### src/rtl/pwm_capture_if.sv
// Signal bundle between a PWM source and pwm_capture: the raw line in, and the measurement out.
// The slave modport is the capture block's view; the master modport is the source/consumer's view.
interface pwm_capture_if #(
   parameter int WIDTH     = 8,
   parameter int CNT_WIDTH = 16
) ();

   logic                 pwm_in;
   logic [WIDTH-1:0]     level;
   logic [CNT_WIDTH-1:0] high_time;
   logic [CNT_WIDTH-1:0] period;
   logic                 valid;
   logic                 stuck;

   modport slave (
      input  pwm_in,
      output level,
      output high_time,
      output period,
      output valid,
      output stuck
   );

   modport master (
      output pwm_in,
      input  level,
      input  high_time,
      input  period,
      input  valid,
      input  stuck
   );

endinterface

### src/rtl/pwm_capture.sv
// Measures high time and rise-to-rise period of an asynchronous PWM line in clk cycles,
// maps the high time onto a WIDTH-bit duty level and flags a line that stops toggling.
module pwm_capture #(
   parameter int WIDTH     = 8,
   parameter int CNT_WIDTH = 16,
   parameter int TIMEOUT   = 1024
) (
   input  logic           clk,
   input  logic           reset,
   pwm_capture_if.slave   bus
);

   localparam logic [1:0] ST_IDLE      = 2'd0;
   localparam logic [1:0] ST_WAIT_RISE = 2'd1;
   localparam logic [1:0] ST_HIGH      = 2'd2;
   localparam logic [1:0] ST_LOW       = 2'd3;

   localparam logic [CNT_WIDTH-1:0] TIMEOUT_C = CNT_WIDTH'(TIMEOUT);
   localparam logic [CNT_WIDTH-1:0] LVL_MAX_C = CNT_WIDTH'((2**WIDTH) - 1);
   localparam logic [CNT_WIDTH-1:0] ONE_C     = CNT_WIDTH'(1);

   function automatic logic [CNT_WIDTH-1:0] sat_inc(input logic [CNT_WIDTH-1:0] x);
      return (x == {CNT_WIDTH{1'b1}}) ? x : x + ONE_C;
   endfunction

   function automatic logic [WIDTH-1:0] sat_level(input logic [CNT_WIDTH-1:0] x);
      return (x > LVL_MAX_C) ? {WIDTH{1'b1}} : x[WIDTH-1:0];
   endfunction

   logic                 s1_q, s1_d;
   logic                 s2_q, s2_d;
   logic                 s3_q, s3_d;
   logic [1:0]           sync_fill_q, sync_fill_d;
   logic [1:0]           state_q, state_d;
   logic [CNT_WIDTH-1:0] hi_cnt_q, hi_cnt_d;
   logic [CNT_WIDTH-1:0] per_cnt_q, per_cnt_d;
   logic [CNT_WIDTH-1:0] hi_lat_q, hi_lat_d;
   logic [CNT_WIDTH-1:0] edge_cnt_q, edge_cnt_d;
   logic [WIDTH-1:0]     level_q, level_d;
   logic [CNT_WIDTH-1:0] high_time_q, high_time_d;
   logic [CNT_WIDTH-1:0] period_q, period_d;
   logic                 valid_q, valid_d;
   logic                 stuck_q, stuck_d;

   logic rise;
   logic fall;
   logic edge_seen;
   logic timeout;

   assign rise      = s2_q & ~s3_q;
   assign fall      = ~s2_q & s3_q;
   assign edge_seen = rise | fall;
   assign timeout   = ~edge_seen & ~stuck_q & (edge_cnt_q >= TIMEOUT_C);

   always_comb begin
      s1_d        = bus.pwm_in;
      s2_d        = s1_q;
      s3_d        = s2_q;
      // The reset value of the synchroniser is not a sample of the line; wait until s2 holds one.
      sync_fill_d = (sync_fill_q == 2'd2) ? sync_fill_q : sync_fill_q + 2'd1;

      state_d     = state_q;
      hi_cnt_d    = hi_cnt_q;
      per_cnt_d   = per_cnt_q;
      hi_lat_d    = hi_lat_q;
      level_d     = level_q;
      high_time_d = high_time_q;
      period_d    = period_q;
      valid_d     = 1'b0;
      stuck_d     = edge_seen ? 1'b0 : stuck_q;
      edge_cnt_d  = edge_seen ? '0 : sat_inc(edge_cnt_q);

      if (timeout) begin
         stuck_d     = 1'b1;
         valid_d     = 1'b1;
         high_time_d = '0;
         period_d    = '0;
         level_d     = {WIDTH{s2_q}};
         hi_cnt_d    = '0;
         per_cnt_d   = '0;
         state_d     = ST_IDLE;
      end else begin
         case (state_q)
            ST_IDLE: begin
               // Leaving only once the line reads low drops a high phase already in progress.
               if (sync_fill_q == 2'd2 && !s2_q) begin
                  state_d = ST_WAIT_RISE;
               end
            end
            ST_WAIT_RISE: begin
               if (rise) begin
                  hi_cnt_d  = ONE_C;
                  per_cnt_d = ONE_C;
                  state_d   = ST_HIGH;
               end
            end
            ST_HIGH: begin
               per_cnt_d = sat_inc(per_cnt_q);
               if (fall) begin
                  hi_lat_d = hi_cnt_q;
                  state_d  = ST_LOW;
               end else begin
                  hi_cnt_d = sat_inc(hi_cnt_q);
               end
            end
            default: begin
               if (rise) begin
                  period_d    = per_cnt_q;
                  high_time_d = hi_lat_q;
                  level_d     = sat_level(hi_lat_q);
                  valid_d     = 1'b1;
                  hi_cnt_d    = ONE_C;
                  per_cnt_d   = ONE_C;
                  state_d     = ST_HIGH;
               end else begin
                  per_cnt_d = sat_inc(per_cnt_q);
               end
            end
         endcase
      end
   end

   always_ff @(posedge clk) begin
      if (reset) begin
         s1_q        <= 1'b0;
         s2_q        <= 1'b0;
         s3_q        <= 1'b0;
         sync_fill_q <= 2'd0;
         state_q     <= ST_IDLE;
         hi_cnt_q    <= '0;
         per_cnt_q   <= '0;
         hi_lat_q    <= '0;
         edge_cnt_q  <= '0;
         level_q     <= '0;
         high_time_q <= '0;
         period_q    <= '0;
         valid_q     <= 1'b0;
         stuck_q     <= 1'b0;
      end else begin
         s1_q        <= s1_d;
         s2_q        <= s2_d;
         s3_q        <= s3_d;
         sync_fill_q <= sync_fill_d;
         state_q     <= state_d;
         hi_cnt_q    <= hi_cnt_d;
         per_cnt_q   <= per_cnt_d;
         hi_lat_q    <= hi_lat_d;
         edge_cnt_q  <= edge_cnt_d;
         level_q     <= level_d;
         high_time_q <= high_time_d;
         period_q    <= period_d;
         valid_q     <= valid_d;
         stuck_q     <= stuck_d;
      end
   end

   assign bus.level     = level_q;
   assign bus.high_time = high_time_q;
   assign bus.period    = period_q;
   assign bus.valid     = valid_q;
   assign bus.stuck     = stuck_q;

endmodule

### src/flat_wrapper.sv
// flat-port wrapper written by rule: the top's interface ports become plain ports
module pwm_capture_flat 
#(
   parameter int WIDTH     = 8,
   parameter int CNT_WIDTH = 16,
   parameter int TIMEOUT   = 1024
)
  (clk, reset, bus_pwm_in, bus_level, bus_high_time, bus_period, bus_valid, bus_stuck);
  pwm_capture_if #(.WIDTH(WIDTH), .CNT_WIDTH(CNT_WIDTH)) bus_i ();
  input  logic clk;
  input  logic reset;
  input wire logic [$bits(bus_i.pwm_in)-1:0] bus_pwm_in;
  output wire logic [$bits(bus_i.level)-1:0] bus_level;
  output wire logic [$bits(bus_i.high_time)-1:0] bus_high_time;
  output wire logic [$bits(bus_i.period)-1:0] bus_period;
  output wire logic [$bits(bus_i.valid)-1:0] bus_valid;
  output wire logic [$bits(bus_i.stuck)-1:0] bus_stuck;
  assign bus_i.pwm_in = bus_pwm_in;
  assign bus_level = bus_i.level;
  assign bus_high_time = bus_i.high_time;
  assign bus_period = bus_i.period;
  assign bus_valid = bus_i.valid;
  assign bus_stuck = bus_i.stuck;
  pwm_capture #(.WIDTH(WIDTH), .CNT_WIDTH(CNT_WIDTH), .TIMEOUT(TIMEOUT)) u_core (.clk(clk), .reset(reset), .bus(bus_i));
endmodule
### config.mk
export PLATFORM = sky130hd
export DESIGN_NAME = pwm_capture_flat
export DESIGN_NICKNAME = d
export VERILOG_FILES = /design/src/rtl/pwm_capture_if.sv /design/src/rtl/pwm_capture.sv /design/src/flat_wrapper.sv
export SDC_FILE = /design/constraint.sdc
export NUM_CORES = 1
export LEC_CHECK = 0
export BUFFER_PORTS_ARGS = -buffer_cell sky130_fd_sc_hd__clkbuf_2
export CORE_MARGIN = 3
export CORE_UTILIZATION = 47
export DETAILED_ROUTE_END_ITERATION = 7
export GPL_TIMING_DRIVEN = 0
export PLACE_DENSITY = 0.65
export RECOVER_POWER = 100
export SYNTH_ARGS = -nofsm -noshare
export SYNTH_HDL_FRONTEND = slang
export SYNTH_SLANG_ARGS = --single-unit
### constraint.sdc
create_clock -name clk -period 3 [get_ports clk]
set_input_delay 0.6 -clock clk [delete_from_list [all_inputs] [get_ports clk]]
set_output_delay 0.6 -clock clk [all_outputs]
set_load 0.03 [all_outputs]
==> run summary <==
Vias/cell -> 5.41
Routability Congestion -> 0.870
Antenna diode count -> 0
Starting DRT DRC Count -> 313
WL per Instance -> 14.2 um
Final setup fails -> 0
Critical Setup Path Class -> reg2reg
Max-slew violation total from the final report -> 0
Final Hold Violating Endpoints -> 0
Cell with the most instances after synthesis -> nand2_1
CTS tree -> yes
Vias -> 4311
DRC -> 0
Post_cts resized -> 0
Netlist cell types -> 57
Largest area contributor in the netlist -> dfxtp_1
Synth top area cells -> dfxtp_1 46%, nand2_1 9.2%, a21oi_1 7.3%
PD cells -> 701 nW/um^2
Final ANT Viol Nets -> 0
Synth top area share -> 45.6%
Share of cells above drive strength 1 -> 8.73%
Post-DP HPWL -> 8220 um
Unrepaired setup endpoints after global routing -> no
Ys async rst share -> 0%
Top Family by Delay on Critical Path -> simple AND/OR/NAND/NOR gates
H-tree levels -> 4
Drt first pass iters -> 5
Fmax -> 0.412 GHz
Nature of the critical path endpoint -> register
Slew @ Worst Pin -> 660 ps
Slowest stage cell, crit path -> nor4_1
Routed WL -> 11300 um
Global-route wire length before repair -> 18800 um
Worst path max stage delay -> 620 ps
Worst hold margin -> 305 ps
Crit path DAT -> 2850 ps
Root buffer cell -> clkbuf_8
Crit path launch type -> register
Area of the core -> 10000 um^2
Buf/Inv on CP -> 2
Starting Density -> 49.6%
Clk sinks -> 113
VDD IR max -> 340 uV
Tmin final -> 2430 ps
Max-cap viol count -> 0
Number of enable flip-flop cells after synthesis -> 0
Worst Slack Setup Final -> 571 ps
Worst-path cell chain -> inv_1 -> ha_1 -> clkbuf_1 -> nand4_1 -> nor4_1 -> nor2_1 -> and3_1 -> nor3_1
Pleak -> 0.00196 uW
Rel. slew slack -> 55.5%
Dpl ws -> 851 ps
Die area -> 11800 um^2
Vias in the first global route -> 3923
CTS Buffer Depth -> 2
Min-delay worst type -> in2reg
GRT Util Overall -> 20.1%
Setup TNS -> 0 ps
Num CTS Buffers -> 17
Clock Skews -> 6.86 ps
Yosys warns -> 0
Flops & latches, synth -> 113
Final nets -> 666
Core Rows -> 36
Most common library cells after synthesis -> 121 x nand2_1, 113 x dfxtp_1, 72 x a21oi_1
Outcome -> complete, no violations
Synth Area per Inst -> 8.43 um^2
CTS Hold Bufs -> 0
Sequential-to-total area share from yosys stat -> 45.6%
Initial antenna violation count -> 0
Total congestion overflow -> 0
Largest net degree at the start of global routing -> 17
Syn_nets -> 604
Clock Latency Late Sink -> 510 ps
Crit-path max FO -> 9
Required time of the critical path -> 3420 ps
Final worst path period share -> 81.0%
Synth Flop Type -> dfxtp_1
Clock slew at reported path FFs -> 60 ps
I/O pins -> 45
# fillers -> 910
Overall Power -> 4130 uW
Die X -> 109 um
Post-synthesis cell count -> 589
Port bufs -> 43
Die H -> 109 um
Setup bufs post-CTS -> 0
Synthesized cell area -> 4960 um^2
Syn-to-layout area delta -> 18.8%
[cells by family after synthesis]
| family | synth area share (%) |
|---|---|
| AOI/OAI and AO/OA | 13.2 |
| xor gates and xnor gates | 5.65 |
| adders and majority gates | 3.02 |
| buffers and inverters | 3.58 |
| DFF | 45.6 |
| muxes | 1.24 |
| and+or+nand+nor | 27.7 |
[layer usage]
metal,wire [um],track usage [%]
met1,5140,26.3
met2,5180,32.1
met3,849,4.80
met4,164,7.75
met5,0,0
[metrics by stage]
stage                     instances  area [um^2]  util, %
after CTS                       797         5990     59.9
after floorplan                 589         4960        -
after global placement          765         5350     53.5
after global routing            797         5900     59.0
after detailed placement        765         5350     53.5
final                           797         5900     59.0
[final timing paths]
check / from / end / slack (ps) / depth (start not counted)
max reg2reg: u_core.state_q[0]$_SDFFE_PP0P_ / u_core.hi_cnt_q[0]$_SDFFE_PP0P_ / 570 / 8
max: u_core.state_q[0]$_SDFFE_PP0P_ / u_core.hi_cnt_q[0]$_SDFFE_PP0P_ / 570 / 8
min reg2reg: u_core.s1_q$_SDFF_PP0_ / u_core.s2_q$_SDFF_PP0_ / 440 / 1
min: bus_pwm_in / u_core.s1_q$_SDFF_PP0_ / 300 / 2
[power breakdown]
part	switching, uW	leakage, uW	total, uW	internal [uW]
Sequential	50.5	0.000912	1590	1540
Combinational	251	0.000747	385	133
Clock	700	0.000304	2150	1450
[placed cells by master, fill, tap and decap left out, types with 3 or more instances in the layout]
master / netlist / layout
dfxtp_1: 113 / 113
inv_1: 14 / 14
clkbuf_1: 15 / 63
nand3_1: 18 / 18
ha_1: 12 / 12
a211oi_1: 4 / 4
nand4_1: 10 / 10
nand2_1: 121 / 122
nor3_1: 17 / 17
bufinv_16: 0 / 5
o21ai_0: 6 / 8
clkbuf_16: 0 / 16
and4_1: 5 / 5
nor4_1: 8 / 9
o221ai_1: 8 / 8
xnor2_1: 20 / 20
nor4_2: 3 / 3
clkinvlp_4: 0 / 3
a31oi_1: 3 / 3
a21oi_1: 72 / 72
xor2_1: 12 / 12
and3_1: 3 / 3
mux2i_1: 5 / 5
nor2_1: 54 / 56
buf_2: 10 / 7
nor2b_1: 3 / 3
[flip-flops by register name, summed over array words and instances, names as in the netlist]
signal                count
u_core.bus.stuck          1
u_core.edge_cnt_q        16
u_core.bus.valid          1
u_core.hi_cnt_q          16
u_core.s3_q               1
u_core.bus.high_time     16
u_core.bus.period        16
u_core.state_q            2
u_core.s1_q               1
u_core.sync_fill_q        2
u_core.per_cnt_q         16
u_core.s2_q               1
u_core.hi_lat_q          16
u_core.bus.level          8
[area by class of cell]
class	count	area [um^2]	area share, %
clock buffer	19	432	7.32
multi-input combinational	434	2500	42.3
tap	133	166	2.82
buffer	28	118	1.99
clock inverter	13	209	3.54
sequential	113	2260	38.4
inverter	14	52.6	0.891
timing repair buffer	43	163	2.76
(Power assumes the default switching activity.)
